`src/rtl/rr_arbiter4.sv`:
```
// Round-robin arbiter for four requesters driving the select of a shared 4:1 mux.
// Define ARB_TIMEOUT_EN to revoke a grant after MAX_HOLD cycles when others are waiting.
module rr_arbiter4 #(
  parameter int unsigned MAX_HOLD = 8
) (
  input  logic       clk,
  input  logic       reset,
  input  logic [3:0] req,
  output logic [3:0] gnt,
  output logic [1:0] sel,
  output logic       busy,
  output logic       timeout
);

  typedef enum logic {IDLE, BUSY} state_t;

  state_t     state;
  logic [1:0] ptr;
  logic [2:0] win_idle;
  logic [2:0] win_next;

  if (MAX_HOLD < 2) begin : g_bad_hold
    $error("rr_arbiter4: MAX_HOLD must be at least 2");
  end

  // First set bit of m, searching upward from start with wrap; returns {found, index}.
  function automatic logic [2:0] pick(input logic [3:0] m, input logic [1:0] start);
    logic [2:0] r;
    logic [1:0] idx;
    r = 3'b000;
    for (int k = 3; k >= 0; k--) begin
      idx = start + 2'(k);
      if (m[idx]) r = {1'b1, idx};
    end
    return r;
  endfunction

  // Idle search starts at ptr; hand-over search starts past the owner and excludes it.
  always_comb begin
    win_idle = pick(req, ptr);
    win_next = pick(req & ~gnt, sel + 2'd1);
  end

`ifdef ARB_TIMEOUT_EN
  localparam int unsigned HW = (MAX_HOLD > 2) ? $clog2(MAX_HOLD) : 1;
  localparam logic [HW-1:0] HOLD_LAST = HW'(MAX_HOLD - 1);

  logic [HW-1:0] hold_cnt;

  always_ff @(posedge clk) begin
    if (reset) begin
      state    <= IDLE;
      gnt      <= 4'b0000;
      sel      <= 2'b00;
      busy     <= 1'b0;
      timeout  <= 1'b0;
      ptr      <= 2'b00;
      hold_cnt <= '0;
    end else begin
      timeout <= 1'b0;
      case (state)
        IDLE: begin
          if (win_idle[2]) begin
            gnt      <= 4'b0001 << win_idle[1:0];
            sel      <= win_idle[1:0];
            busy     <= 1'b1;
            hold_cnt <= '0;
            state    <= BUSY;
          end
        end
        BUSY: begin
          if (!req[sel]) begin
            ptr <= sel + 2'd1;
            if (win_next[2]) begin
              gnt      <= 4'b0001 << win_next[1:0];
              sel      <= win_next[1:0];
              hold_cnt <= '0;
            end else begin
              gnt   <= 4'b0000;
              busy  <= 1'b0;
              state <= IDLE;
            end
          end else if (hold_cnt == HOLD_LAST) begin
            // Hold limit reached: hand over only if someone else is waiting.
            if (win_next[2]) begin
              ptr      <= sel + 2'd1;
              gnt      <= 4'b0001 << win_next[1:0];
              sel      <= win_next[1:0];
              hold_cnt <= '0;
              timeout  <= 1'b1;
            end
          end else begin
            hold_cnt <= hold_cnt + HW'(1);
          end
        end
        default: state <= IDLE;
      endcase
    end
  end
`else
  always_ff @(posedge clk) begin
    if (reset) begin
      state   <= IDLE;
      gnt     <= 4'b0000;
      sel     <= 2'b00;
      busy    <= 1'b0;
      timeout <= 1'b0;
      ptr     <= 2'b00;
    end else begin
      timeout <= 1'b0;
      case (state)
        IDLE: begin
          if (win_idle[2]) begin
            gnt   <= 4'b0001 << win_idle[1:0];
            sel   <= win_idle[1:0];
            busy  <= 1'b1;
            state <= BUSY;
          end
        end
        BUSY: begin
          // Owner keeps the grant until it drops its request.
          if (!req[sel]) begin
            ptr <= sel + 2'd1;
            if (win_next[2]) begin
              gnt <= 4'b0001 << win_next[1:0];
              sel <= win_next[1:0];
            end else begin
              gnt   <= 4'b0000;
              busy  <= 1'b0;
              state <= IDLE;
            end
          end
        end
        default: state <= IDLE;
      endcase
    end
  end
`endif

endmodule

```
`config.mk`:
```
export PLATFORM = sky130hd
export DESIGN_NAME = rr_arbiter4
export DESIGN_NICKNAME = d
export VERILOG_FILES = /design/src/rtl/rr_arbiter4.sv
export SDC_FILE = /design/constraint.sdc
export NUM_CORES = 1
export LEC_CHECK = 0
export CAP_MARGIN = 25
export CORE_MARGIN = 4
export CORE_UTILIZATION = 40
export DETAILED_ROUTE_END_ITERATION = 6
export PLACE_DENSITY = 0.75
export SLEW_MARGIN = 5
export SYNTH_ARGS = -nofsm -noshare
export SYNTH_HDL_FRONTEND = slang
export SYNTH_SLANG_ARGS = --single-unit
```
`constraint.sdc`:
```
create_clock -name clk -period 1.7 [get_ports clk]
set_input_delay 0.51 -clock clk [delete_from_list [all_inputs] [get_ports clk]]
set_output_delay 0.51 -clock clk [all_outputs]
set_load 0.05 [all_outputs]
```
After elaboration in Yosys (flattened, before gate mapping)
Index checks and enable logic that the tools add are counted.

Add/sub/neg operators: 7. Magnitude comparators: 9. Equality and inequality tests: 4. Shift-type cells: 2. Mux-type cells: 42. Bitwise gates (word level): 4. Reductions and logical operators: 4.

Operators by type and width (count): $lt 2x3->1 const B (9); $mux 3 (8); $bmux 1 s2 (9); $mux 1 (15); $mux 4 (3); $add 2x2->2 const B (4); $pmux 4 s2 (1); $shl 1x2->4 const A (2); $add 2x1->2 const B (3); $mux 2 (3); $ne 2x2->1 const B (3); $reduce_and 3->1 (2); $and 4x4->4 (1); $not 4->4 (1); $pmux 1 s2 (2); $pmux 2 s2 (1); $reduce_and 2->1 (2); $ne 2x1->1 const B (1); $not 1->1 (2).

Register bits after elaboration: 10. Bits of input ports: 6. Word-level logic and storage cells: 77.

Depth between registers and ports, before layout
Depth in word-level cells: 12. Gate-level depth with buffers: 6.

Worst setup path after synthesis
No wires, ideal clock.

Kind: reg-to-reg. Start: register gnt[3]. End: register sel[1]. Arrival time: 1.709 ns. Required time: 1.572 ns. Path slack: -0.137 ns. Cell stages (with the launch flop): 6. Buffers on the path: 0. Path through: dfxtp_1 and2b_4 nand4b_4 a32o_1 a221oi_1 a211oi_1.

Word-level cells in the longest chain between the ends: 11. Elaborated cells between the ends (all ways): 19.

Ends and longest elaborated chain: start: declaration (RTL line 9) `output logic [3:0] gnt,`; start signal: assignment (RTL line 114) `gnt <= 4'b0001 << win_idle[1:0];`; start signal: assignment (RTL line 125) `gnt <= 4'b0001 << win_next[1:0];`; $not 4->4 * (RTL line 41) `win_next = pick(req & ~gnt, sel + 2'd1);`; $and 4x4->4 * (RTL line 41); $bmux 1 s2 (RTL line 33) `if (m[idx]) r = {1'b1, idx};`; $mux 1 (not written as such) (RTL line 33); $mux 3 (3 in series) (RTL line 33); $mux 3 * (RTL line 33); $mux 2 (RTL line 124) `if (win_next[2]) begin`; $mux 2 (RTL line 122) `if (!req[sel]) begin`; $pmux 2 s2 (RTL line 111) `case (state)`; end signal: assignment (RTL line 115) `sel <= win_idle[1:0];`; end signal: assignment (RTL line 126) `sel <= win_next[1:0];`; end: declaration (RTL line 10) `output logic [1:0] sel,`.

Mark *: on every way between the ends. The rest lies on a longest branch, timed or not. The select of a mux whose other input is x is not followed. A chain may end at the register's enable or synchronous reset.

Worst setup path after layout
Start: input port req[0]. End: register sel[0].

Word-level cells in the longest chain between the ends: 10. Elaborated cells between the ends (all ways): 35.

Ends and longest elaborated chain: start: declaration (RTL line 8) `input logic [3:0] req,`; $and 4x4->4 (RTL line 41); $bmux 1 s2 (RTL line 33); $mux 1 (not written as such) (RTL line 33); $mux 3 (4 in series) (RTL line 33); $mux 2 (RTL line 124); $mux 2 (RTL line 122); $pmux 2 s2 (RTL line 111).

Parallel ways exist; a longest one is shown, timed or not. The select of a mux whose other input is x is not followed.

==> impl_summary.log <==
[metrics] clock buffer count from CTS: 3
[metrics] RePlAce Congestion: 0.913
[metrics] Die Width: 53.3 um
[metrics] number of hold violations in the final report: 0
[metrics] wire length of the first global-routing pass: 3800 um
[metrics] Fin Clk Skew: 0.00307 ns
[metrics] post-route design area: 1220 sq um
[metrics] CTS HTree Levels: 1
[metrics] share of flip-flops with an asynchronous set or reset after synthesis: 0
[metrics] worst hold slack across all endpoints: 0.483 ns
[metrics] Cell Rows: 16
[metrics] net count of the mapped netlist: 108
[metrics] clock tree from TritonCTS: done
[metrics] number of search-and-repair iterations in the first detailed-routing pass: 4
[metrics] Unique masters post-synth: 43
[metrics] Setup-failing EPs final: 0
[metrics] leakage power figure: 0.467 nW
[metrics] starting density of the core: 0.418
[metrics] routed length per placed instance: 16.3 um
[metrics] signed area change from the synthesized netlist to the final layout: 48.7%
[metrics] cell with the largest stage delay on the worst path: sky130_fd_sc_hd__nor4_4
[metrics] Layout Cells excl Fill: 153
[metrics] number of maximum-capacitance constraint violations: 0
[metrics] standard cell core area: 1960 sq um
[metrics] CP max FO: 9
[metrics] maximum number of pins on one net before global-route repair: 11
[metrics] Critical Path, Cell by Cell: buf_2 > nor4_4 > buf_4 > or2_1 > buf_4 > o21ai_0 > a221oi_1
[metrics] half-perimeter wire length of the detailed placement result: 1720 um
[metrics] final wirelength: 2490 um
[metrics] cell types occupying the most area after synthesis: sky130_fd_sc_hd__dfxtp_1, sky130_fd_sc_hd__a311oi_1, sky130_fd_sc_hd__a21oi_1
[metrics] proportion of synthesized chip area in sequential cells: 0.244
[metrics] vias per cell: 5.93
[metrics] post-route minimum period: 1.62 ns
[metrics] Die Footprint: 2840 sq um
[metrics] gate family responsible for the most delay along the worst path: buffers and inverters
[metrics] vias in the first global route: 865
[metrics] initial antenna violation count: 0
[metrics] TritonCTS Sinks: 10
[metrics] area of placed instances: 1120 sq um
[metrics] cell at the root of the clock tree: sky130_fd_sc_hd__clkbuf_4
[metrics] deepest clock path buffer count: 2
[metrics] vertical die dimension: 53.3 um
[metrics] worst voltage drop across the vdd grid: 0.000479 V
[metrics] number of top-level pins: 14
[metrics] setup TNS after final layout: 0 ns
[metrics] clock insertion delay at the later pin of the skew report: 0.27 ns
[metrics] DRC violations left: 0
[metrics] library cell with the largest summed area after synthesis: sky130_fd_sc_hd__dfxtp_1
[metrics] critical path endpoint category: flip-flop
[metrics] achievable frequency: 616 MHz
[metrics] class of the worst hold path: flip-flop to flip-flop
[metrics] portion of synthesized cell area occupied by the leading cell type: 0.244
[metrics] most common library cell in the layout ignoring fill and taps: sky130_fd_sc_hd__buf_4
[metrics] WS Path Type: input pin to flip-flop
[metrics] port buffer count: 12
[metrics] overall overflow remaining after global route: 0
[metrics] Worst path max stage delay: 0.31 ns
[metrics] number of flip-flops and latches in the synthesized netlist: 10
[metrics] global routing usage summed across all routing layers: 0.185
[metrics] # nets final: 134
[metrics] number of vias in the routed layout: 907
[metrics] total standard cell area after synthesis: 820 sq um
[metrics] Primary FF master, synth: sky130_fd_sc_hd__dfxtp_1
[metrics] Critical Path Most Common Cell: sky130_fd_sc_hd__buf_4
[metrics] final critical-path setup slack: 0.0768 ns
[metrics] RSZ-0062 raised after global routing: true
[metrics] buffering stage count on the worst path with inverters included: 3
[metrics] post-synthesis cell count: 102
[metrics] data arrival time of the critical path: 1.78 ns
[metrics] crit start category: input pin
[metrics] Synth Area per Inst: 8.03 sq um
[metrics] proportion of layout cells with a drive suffix above 1: 0.484
[metrics] utilization of the core after routing: 0.621
[metrics] overall power after layout: 1.28 mW
[metrics] first-iteration detailed-routing DRC count: 40
[metrics] post-CTS clock slew at the launch and capture registers of the worst setup and hold paths: 0.07 ns
[metrics] period utilization: 0.955
[metrics] total count of max-transition violations in the final report: 0
[metrics] result of the run: completed
[metrics] endpoint required time on the critical path: 1.86 ns
[metrics] number of antenna-violating nets in the routed design: 0
[metrics] PD cells: 1050 nW/um^2
[metrics] highest-count cells in the layout ignoring fill and taps: sky130_fd_sc_hd__buf_4, sky130_fd_sc_hd__nor2_1, sky130_fd_sc_hd__nand2_1, sky130_fd_sc_hd__dfxtp_2, sky130_fd_sc_hd__buf_12
[metrics] EDFF count, synth: 0
[metrics] cell total after placement: 150
[metrics] total inserted antenna cells: 0
[metrics] pre-CTS WS: -0.684 ns
[metrics] Syn. warnings: 0
## per-layer routing
layer | up-vias | wire (um) | track usage
met4 | 0 | 42 | 0.0936
met2 | 41 | 1260 | 0.306
met1 | 426 | 1040 | 0.234
met3 | 5 | 150 | 0.0169
li1 | 435 | - | -
met5 | - | 0 | 0
## what timing repair did
| item | CTS | global route |
|---|---|---|
| endpoints found under the setup margin | 9 | 6 |
| pin swaps | 4 | 6 |
| buffers inserted | 0 | 0 |
| resized for setup | 20 | 21 |
| hold buffers | 0 | 0 |
## worst reg2reg max path: cells and delay by family (launching register included)
| kind | cells | cell delay [ns] |
|---|---|---|
| buf+inv | 1 | 0.17 |
| flops | 1 | 0.40 |
| compound gates | 1 | 0.28 |
| simple gates | 4 | 0.68 |
## layout make-up
| type | instances | area (sq um) |
|---|---|---|
| inverters | 4 | 15.0 |
| clock buffers | 3 | 22.5 |
| multi-input cells | 82 | 656 |
| well taps | 27 | 33.8 |
| flip-flops and latches | 10 | 209 |
| fillers | 183 | 743 |
| repair buffers | 27 | 283 |
## cell families after synthesis
group,count (synthesis),share of synthesized area
and+or+nand+nor,46,0.328
AOI/OAI and AO/OA,30,0.282
DFF,10,0.244
buffers and inverters,10,0.0748
muxes,4,0.0550
xor gates and xnor gates,1,0.0107
other,1,0.00458
## flip-flops by register name (all words and copies together), names as in the netlist
| name | flops |
|---|---|
| sel | 2 |
| ptr | 2 |
| gnt | 4 |
| busy | 1 |
| state | 1 |
## synth_stat cells, drive strengths merged, types with 2 or more instances
cell / instances
o21ai: 2
or3: 2
nor2b: 2
dfxtp: 10
buf: 6
nand3b: 4
a221oi: 2
nand2b: 4
a31oi: 2
a211oi: 4
nand2: 8
nor2: 8
a21oi: 7
nand3: 6
inv: 4
nor3: 5
mux2i: 3
a311oi: 4
and2b: 2
## where the power goes
part / internal, mW / total, mW / switching [mW]
registers: 0.283 / 0.361 / 0.0774
clock network: 0.0820 / 0.166 / 0.0842
logic: 0.355 / 0.750 / 0.395
total: 0.720 / 1.28 / 0.556
## worst paths after layout
kind                            endpoint    from  slack, ns  cells after the start
worst min-delay path              ptr[0]  ptr[0]       0.48                      2
worst max-delay path              sel[0]  req[0]       0.08                      7
worst max register to register    gnt[3]  gnt[2]       0.08                      6
worst min register to register    ptr[0]  ptr[0]       0.48                      2
Power figures use the tool's default switching activity.
